File: src/rtl/obstacle_scheduler_if.sv
// Signal bundle between the obstacle scheduler and its consumers
// (controller input, renderer, box-collision logic).
interface obstacle_scheduler_if;
  logic        replay_btn;
  logic        collision;
  logic [43:0] obs_x;
  logic [3:0]  speed;
  logic        tick;
  logic [1:0]  anim_phase;
  logic        running;
  logic        game_over;
  logic [15:0] score;

  modport master (
    input  replay_btn, collision,
    output obs_x, speed, tick, anim_phase, running, game_over, score
  );

  modport slave (
    output replay_btn, collision,
    input  obs_x, speed, tick, anim_phase, running, game_over, score
  );
endinterface

File: src/rtl/obstacle_scheduler.sv
// Dino Run game sequencer: IDLE/RUN/OVER control, motion tick, obstacle
// positions with speed ramp and spaced pseudo-random respawn.
module obstacle_scheduler #(
  parameter int HACTIVE         = 1280,
  parameter int TICK_CYCLES     = 2000000,
  parameter int MIN_GAP         = 256,
  parameter int PASSES_PER_STEP = 12,
  parameter int SPEED_MAX       = 8
) (
  input  logic                 clk,
  input  logic                 reset_n,
  obstacle_scheduler_if.master bus
);

  typedef enum logic [1:0] {IDLE = 2'd0, RUN = 2'd1, OVER = 2'd2} state_t;

  localparam int              CW        = (TICK_CYCLES > 1) ? $clog2(TICK_CYCLES) : 1;
  localparam logic [CW-1:0]   TICK_LAST = CW'(TICK_CYCLES - 1);
  localparam logic [3:0]      SPEED_TOP = 4'(SPEED_MAX);
  localparam logic [4:0]      PASS_STEP = 5'(PASSES_PER_STEP);
  localparam logic [5:0]      LFSR_SEED = 6'b101011;
  localparam logic [10:0]     X_LIMIT   = 11'd2047;

  function automatic logic [10:0] init_x(input int i);
    case (i)
      0:       return 11'd1200;
      1:       return 11'd1600;
      2:       return 11'd1800;
      default: return 11'd1400;
    endcase
  endfunction

  state_t        state_q, state_d;
  logic [10:0]   x_q [4];
  logic [10:0]   x_d [4];
  logic [3:0]    speed_q, speed_d;
  logic [3:0]    pass_q, pass_d;
  logic [15:0]   score_q, score_d;
  logic [1:0]    anim_q, anim_d;
  logic [CW-1:0] cnt_q, cnt_d;
  logic [5:0]    lfsr_q, lfsr_d;
  logic [2:0]    sync_q;
  logic          press;
  logic          tick;

  logic [10:0]   moved [4];
  logic [2:0]    n_exp;
  logic          resp_valid;
  logic [1:0]    resp_idx;
  logic [10:0]   far;
  logic [11:0]   cand, gap, pick;
  logic [4:0]    pass_sum;
  logic [16:0]   score_sum;

  // Two synchronizer flops, the third holds the previous sample for edge detect.
  always_ff @(posedge clk or negedge reset_n) begin
    if (!reset_n) sync_q <= '0;
    else          sync_q <= {sync_q[1:0], bus.replay_btn};
  end

  assign press = sync_q[1] & ~sync_q[2];
  assign tick  = (state_q == RUN) && (cnt_q == TICK_LAST);

  // Motion and respawn candidates, all derived from the pre-tick positions.
  always_comb begin
    n_exp = '0;
    for (int i = 0; i < 4; i++) begin
      if (x_q[i] > {7'd0, speed_q}) begin
        moved[i] = x_q[i] - {7'd0, speed_q};
      end else begin
        moved[i] = '0;
        if (x_q[i] != '0) n_exp = n_exp + 3'd1;
      end
    end
    resp_valid = 1'b0;
    resp_idx   = '0;
    for (int i = 3; i >= 0; i--) begin
      if (x_q[i] == '0) begin
        resp_valid = 1'b1;
        resp_idx   = 2'(i);
      end
    end
    far = '0;
    for (int i = 0; i < 4; i++) begin
      if (2'(i) != resp_idx && moved[i] > far) far = moved[i];
    end
    cand      = 12'(HACTIVE) + {3'd0, lfsr_q[5:1], 4'd0};
    gap       = {1'b0, far} + 12'(MIN_GAP);
    pick      = (gap > cand) ? gap : cand;
    pass_sum  = {1'b0, pass_q} + {2'd0, n_exp};
    score_sum = {1'b0, score_q} + {14'd0, n_exp};
  end

  // NOTE: every next-state variable gets its hold value first so no path
  // through the case statement can leave one unassigned and infer a latch.
  always_comb begin
    state_d = state_q;
    x_d     = x_q;
    speed_d = speed_q;
    pass_d  = pass_q;
    score_d = score_q;
    anim_d  = anim_q;
    cnt_d   = cnt_q;
    lfsr_d  = lfsr_q;

    case (state_q)
      IDLE, OVER: begin
        if (press) begin
          state_d = RUN;
          for (int i = 0; i < 4; i++) x_d[i] = init_x(i);
          speed_d = 4'd1;
          pass_d  = '0;
          score_d = '0;
          anim_d  = '0;
          cnt_d   = '0;
        end
      end
      RUN: begin
        if (bus.collision) begin
          state_d = OVER;
        end else if (tick) begin
          cnt_d = '0;
          for (int i = 0; i < 4; i++) x_d[i] = moved[i];
          if (resp_valid) x_d[resp_idx] = pick[11] ? X_LIMIT : pick[10:0];
          lfsr_d = {lfsr_q[4:0], lfsr_q[5] ^ lfsr_q[4]};
          anim_d = anim_q + 2'd1;
          if (pass_sum >= PASS_STEP) begin
            pass_d = 4'(pass_sum - PASS_STEP);
            if (speed_q < SPEED_TOP) speed_d = speed_q + 4'd1;
          end else begin
            pass_d = pass_sum[3:0];
          end
          score_d = score_sum[16] ? 16'hFFFF : score_sum[15:0];
        end else begin
          cnt_d = cnt_q + CW'(1);
        end
      end
      default: state_d = IDLE;
    endcase
  end

  // NOTE: registers update with <= so every flop samples pre-edge values.
  always_ff @(posedge clk or negedge reset_n) begin
    if (!reset_n) begin
      state_q <= IDLE;
      // NOTE: the position array is four flop words, not a RAM, so it is reset.
      for (int i = 0; i < 4; i++) x_q[i] <= init_x(i);
      speed_q <= 4'd1;
      pass_q  <= '0;
      score_q <= '0;
      anim_q  <= '0;
      cnt_q   <= '0;
      lfsr_q  <= LFSR_SEED;
    end else begin
      state_q <= state_d;
      for (int i = 0; i < 4; i++) x_q[i] <= x_d[i];
      speed_q <= speed_d;
      pass_q  <= pass_d;
      score_q <= score_d;
      anim_q  <= anim_d;
      cnt_q   <= cnt_d;
      lfsr_q  <= lfsr_d;
    end
  end

  assign bus.obs_x      = {x_q[3], x_q[2], x_q[1], x_q[0]};
  assign bus.speed      = speed_q;
  assign bus.tick       = tick;
  assign bus.anim_phase = anim_q;
  assign bus.running    = (state_q == RUN);
  assign bus.game_over  = (state_q == OVER);
  assign bus.score      = score_q;

endmodule

File: src/flat_wrapper.sv
// flat-port wrapper written by rule: the top's interface ports become plain ports
module obstacle_scheduler_flat 
#(
  parameter int HACTIVE         = 1280,
  parameter int TICK_CYCLES     = 2000000,
  parameter int MIN_GAP         = 256,
  parameter int PASSES_PER_STEP = 12,
  parameter int SPEED_MAX       = 8
)
  (clk, reset_n, bus_replay_btn, bus_collision, bus_obs_x, bus_speed, bus_tick, bus_anim_phase, bus_running, bus_game_over, bus_score);
  obstacle_scheduler_if bus_i ();
  input  logic clk;
  input  logic reset_n;
  input wire logic [$bits(bus_i.replay_btn)-1:0] bus_replay_btn;
  input wire logic [$bits(bus_i.collision)-1:0] bus_collision;
  output wire logic [$bits(bus_i.obs_x)-1:0] bus_obs_x;
  output wire logic [$bits(bus_i.speed)-1:0] bus_speed;
  output wire logic [$bits(bus_i.tick)-1:0] bus_tick;
  output wire logic [$bits(bus_i.anim_phase)-1:0] bus_anim_phase;
  output wire logic [$bits(bus_i.running)-1:0] bus_running;
  output wire logic [$bits(bus_i.game_over)-1:0] bus_game_over;
  output wire logic [$bits(bus_i.score)-1:0] bus_score;
  assign bus_i.replay_btn = bus_replay_btn;
  assign bus_i.collision = bus_collision;
  assign bus_obs_x = bus_i.obs_x;
  assign bus_speed = bus_i.speed;
  assign bus_tick = bus_i.tick;
  assign bus_anim_phase = bus_i.anim_phase;
  assign bus_running = bus_i.running;
  assign bus_game_over = bus_i.game_over;
  assign bus_score = bus_i.score;
  obstacle_scheduler #(.HACTIVE(HACTIVE), .TICK_CYCLES(TICK_CYCLES), .MIN_GAP(MIN_GAP), .PASSES_PER_STEP(PASSES_PER_STEP), .SPEED_MAX(SPEED_MAX)) u_core (.clk(clk), .reset_n(reset_n), .bus(bus_i));
endmodule
File: config.mk
export PLATFORM = sky130hd
export DESIGN_NAME = obstacle_scheduler_flat
export DESIGN_NICKNAME = d
export VERILOG_FILES = /design/src/rtl/obstacle_scheduler_if.sv /design/src/rtl/obstacle_scheduler.sv /design/src/flat_wrapper.sv
export SDC_FILE = /design/constraint.sdc
export NUM_CORES = 1
export LEC_CHECK = 0
export BUFFER_PORTS_ARGS = -buffer_cell sky130_fd_sc_hd__buf_4
export CAP_MARGIN = 20
export CELL_PAD_IN_SITES_DETAIL_PLACEMENT = 1
export CELL_PAD_IN_SITES_GLOBAL_PLACEMENT = 2
export CORE_ASPECT_RATIO = 0.6
export CORE_MARGIN = 2
export CORE_UTILIZATION = 38
export CTS_BUF_LIST = sky130_fd_sc_hd__clkbuf_8
export CTS_CLUSTER_DIAMETER = 200
export DETAILED_ROUTE_END_ITERATION = 7
export HOLD_SLACK_MARGIN = 0.15
export PLACE_DENSITY_LB_ADDON = 0.1
export REMOVE_ABC_BUFFERS = 1
export SYNTH_ARGS = -nofsm -noshare
export SYNTH_HDL_FRONTEND = slang
export SYNTH_SLANG_ARGS = --single-unit
File: constraint.sdc
create_clock -name clk -period 11.6 [get_ports clk]
set_clock_uncertainty 0.2 [all_clocks]
set_input_delay 0.58 -clock clk [delete_from_list [all_inputs] [get_ports clk]]
set_output_delay 0.58 -clock clk [all_outputs]
set_load 0.1 [all_outputs]
==> results by stage <==
Global routing:
- The initial antenna violation count is 1.
- Entering global routing, the biggest net connects 66 pins.
- The total global routing overflow is 0.
- The via count of the first global-routing pass is 7827.
- In the global route stage, overall resource usage came out at ~28%.
- The first global-routing pass estimated a little under 50000 um of wire.

Setup path:
- The setup path with the least slack is of type register to register.
- The startpoint identified for the worst register-to-register timing path is u_core.bus.speed[1]$_DFFE_PN0P_.
- For the worst setup path, the data arrival time is roughly 11000 ps.
- Along the worst path, the maximum fanout reaches 17.
- By instance count, the cell type seen most on the critical path is sky130_fd_sc_hd__ha_1.
- The critical path starts at u_core.bus.speed[1]$_DFFE_PN0P_.
- The critical path required time is between 10000 and 15000 ps.
- The type of origin of the critical path is a register.
- The highest-delay cell along the critical path is sky130_fd_sc_hd__dfrtp_1.
- STA classifies the critical path endpoint as a register.
- The highest cell delay on the worst timing path is between 400 and 500 ps.

Timing:
- The setup TNS is 0 ps.
- The number of hold-slack violations in the final timing report is 0.
- Setup repair after global routing left no endpoint under its margin.
- In this run the tightest slew margin relative to its limit is between 40% and 50%.
- The highest achievable clock rate is approximately 0.094 GHz.
- The routed design could run at a clock period as short as between 10000 and 15000 ps.
- For the pin with the worst max-slew slack, the measured transition is approximately 900 ps.
- The count of pins over their slew limit is 0.
- The final count of negative-setup-slack endpoints is 0.
- The share of the clock period used by the worst path is between 90% and 100%.

Flow run:
- Across the run, the number of max-cap violations was 0.

Layout:
- The utilization after layout is between 40 and 50%.
- In the final layout, the share of cells above drive strength 1 is about 16%.
- From synthesis to final layout, the design area changed by 14.6%.
- The final standard cell area without fillers is roughly 0.0096 mm2.
- The number of antenna diodes is 0.
- The net count of the finished layout is between 1k and 1.5k.

Yosys:
- The cell count after synthesis came out at roughly 1.0k.
- Dividing the synthesized area by the synthesized cell count gives just over 8 um2.
- The synthesized area is roughly 0.0083 mm2.
- The top flip-flop cell by instance count after synthesis is sky130_fd_sc_hd__dfrtp_1.
- The share of flip-flops with an asynchronous set or reset after synthesis is 100%.
- The number of distinct library cells after synthesis is 83.
- The number of synthesized flops with an enable pin is 0.
- The register bit total from synthesis is 102.
- Yosys printed 0 warnings.
- Summing the sequential cell areas from Yosys gives between 30% and 40% of the chip area.

Routing:
- The ratio of routed vias to standard cells is roughly 6.0.
- After detailed routing, the number of remaining DRC violations is 0.
- The average detailed-routed wire length per instance is approximately 23 um.
- The final layout contains routed wiring with a total length of approximately 32000 um.
- For this block, the via count after detailed routing is about 8.2k.
- Before antenna repair, the detailed router went through 5 iterations.
- The number of design-rule violations left by the first detailed-router iteration is between 700 and 800.
- The post-route antenna net violation count is 0.

Power:
- Power spread over the standard cell area amounts to between 90 and 100 mW/mm2.
- IR analysis of the VDD net gives a maximum drop of between 0.07 and 0.08 mV.
- Summed over all cells, the static leakage comes to approximately 4.3 nW.

Die:
- The initial core utilization is between 30% and 40%.
- Row generation in the floorplan step produced roughly 40 rows.
- The overall die area is 0.0232 mm2.
- The die extent in x is ~200 um.
- During I/O placement, the number of pins put on the boundary was 73.
- In this run the vertical extent of the chip is roughly 120 um.
- The core region is 0.0212 mm2.

Placement:
- The count of input and output buffers is 72.
- Summing all placed instances gives a cell area of slightly above 0.009 mm2.
- After legalization and detailed placement, the total HPWL measured about 25000 um.
- Routability-driven placement finished with a final weighted congestion of approximately 0.94.

Hold path:
- The type of the worst min-delay path is register to register.
- The startpoint of the worst hold path is u_core.sync_q[0]$_DFF_PN0_.

Clock tree:
- Counting the buffers created by CTS gives 9.
- In this run the number of H-tree levels came out at 3.
- The worst-case clock buffer depth is 2.
- The number of sinks handled by clock tree synthesis is around 100.
- The clock latency of the later-clocked register in the worst-skew pair is roughly 410 ps.
- TritonCTS built the clock tree.
- After clock tree synthesis, the clock-pin slew on the worst setup and hold paths is approximately 110 ps.
- The clock root buffer is sky130_fd_sc_hd__clkbuf_8.

Outcome:
- The flow ran to the end, and the final reports show no timing, DRC or antenna violations.
[per-stage QoR]
| stage | std cells | total power [W] | hold WS [ps] | setup slack, ps |
|---|---|---|---|---|
| 6_report | 1367 | 0.000928 | 163 | 990 |
| 5_1_grt | 1367 | 0.000976 | 172 | 47.9 |
| 4_1_cts | 1365 | 0.000930 | 166 | 728 |
| 3_5_place_dp | 1347 | 0.000659 | 139 | 842 |
| 3_3_place_gp | 1347 | 0.000659 | 138 | 1220 |
| 2_1_floorplan | 971 | 0.000566 | 84.4 | 1260 |
[per-layer routing]
metal / global-route usage [%] / wire length (um) / vias up
met4: 3.91 / 251 / 0
met3: 7.76 / 3000 / 19
li1: - / - / 3815
met1: 47.5 / 17500 / 4069
met2: 34.9 / 11400 / 314
met5: 0 / 0 / -
[cells by family after synthesis]
family | synth area share, %
adders and majority gates | 11.7
DFF | 31.0
AOI/OAI and AO/OA | 22.9
muxes | 2.33
buffers and inverters | 4.17
xor gates and xnor gates | 5.15
and+or+nand+nor | 22.8
[critical path, delay by kind of cell (launching register included)]
kind | cells | cell delay (ps)
flip-flops | 1 | 480
buffers and inverters | 6 | 930
AO/OA/AOI/OAI | 20 | 4640
adder cells (fa/ha/maj) | 6 | 1970
AND/OR/NAND/NOR | 10 | 2250
[cell type report]
cell class	instances	area, um2
clock buffers	9	124
inverters	54	203
flip-flops and latches	102	2580
multi-input cells	815	5430
repair buffers	101	763
fillers	2584	11700
clock inverters	7	97.6
well taps	279	349
[final timing paths]
check,to,slack (ps),depth (start not counted)
worst max register to register,u_core.bus.obs_x[40]$_DFFE_PN0P_,990,42
worst max-delay path,u_core.bus.obs_x[40]$_DFFE_PN0P_,990,42
worst min-delay path,u_core.sync_q[1]$_DFF_PN0_,160,0
worst min register to register,u_core.sync_q[1]$_DFF_PN0_,160,0
min in group asynchronous,u_core.sync_q[1]$_DFF_PN0_,500,2
max in group asynchronous,u_core.bus.obs_x[24]$_DFFE_PN0P_,9390,3
[report_power, final]
part / leakage, nW / total, W / internal, W / switching [W]
clock: 0.106 / 0.000267 / 0.000122 / 0.000145
sequential: 1.33 / 0.000376 / 0.000364 / 0.0000116
combinational: 2.82 / 0.000286 / 0.0000887 / 0.000197
[cells in the final DEF (no fill, tap or decap), types with 10 or more instances in the layout]
master                     Yosys  final
sky130_fd_sc_hd__dfstp_2      22     22
sky130_fd_sc_hd__nand2_1      88     88
sky130_fd_sc_hd__xor2_1       24     24
sky130_fd_sc_hd__inv_1        52     52
sky130_fd_sc_hd__nand3_1      30     30
sky130_fd_sc_hd__o21ai_0      93     93
sky130_fd_sc_hd__nor4_1       15     15
sky130_fd_sc_hd__buf_4         2     99
sky130_fd_sc_hd__nor2b_1      11     11
sky130_fd_sc_hd__and3_1       28     28
sky130_fd_sc_hd__ha_1         68     68
sky130_fd_sc_hd__nor2_1       98     98
sky130_fd_sc_hd__or3_1        13     13
sky130_fd_sc_hd__a21oi_1      84     82
sky130_fd_sc_hd__nand2b_1     10     10
sky130_fd_sc_hd__dfrtp_1      80     80
sky130_fd_sc_hd__xnor2_1      25     25
sky130_fd_sc_hd__a21o_1       16     16
sky130_fd_sc_hd__nor3_1       28     28
sky130_fd_sc_hd__nand4_1      15     15
[timing repair]
item / 4_1_cts / 5_1_grt
hold buffers: 2 / 0
setup buffers: 0 / 2
setup endpoints to repair: 0 / 29
resized for setup: 0 / 3
hold endpoints to repair: 21 / 0
[Yosys cell counts, types with 24 or more instances]
master | count | share of area [%]
sky130_fd_sc_hd__nand3_1 | 30 | 1.8
sky130_fd_sc_hd__xnor2_1 | 25 | 2.6
sky130_fd_sc_hd__nand2_1 | 88 | 4.0
sky130_fd_sc_hd__xor2_1 | 24 | 2.5
sky130_fd_sc_hd__o21ai_0 | 93 | 5.6
sky130_fd_sc_hd__nor2_1 | 98 | 4.4
sky130_fd_sc_hd__a21oi_1 | 84 | 5.0
sky130_fd_sc_hd__inv_1 | 52 | 2.3
sky130_fd_sc_hd__nor3_1 | 28 | 1.7
sky130_fd_sc_hd__dfrtp_1 | 80 | 24
sky130_fd_sc_hd__and3_1 | 28 | 2.1
sky130_fd_sc_hd__clkbuf_1 | 26 | 1.2
sky130_fd_sc_hd__ha_1 | 68 | 10
[registers in the layout, summed over array words and instances (netlist names)]
| register | cells |
|---|---|
| u_core.bus.obs_x | 44 |
| u_core.cnt_q | 21 |
| u_core.bus.score | 16 |
| u_core.lfsr_q | 6 |
| u_core.bus.speed | 4 |
| u_core.pass_q | 4 |
| u_core.sync_q | 3 |
| u_core.bus.anim_phase | 2 |
| u_core.state_q | 2 |
(Power assumes the default switching activity.)
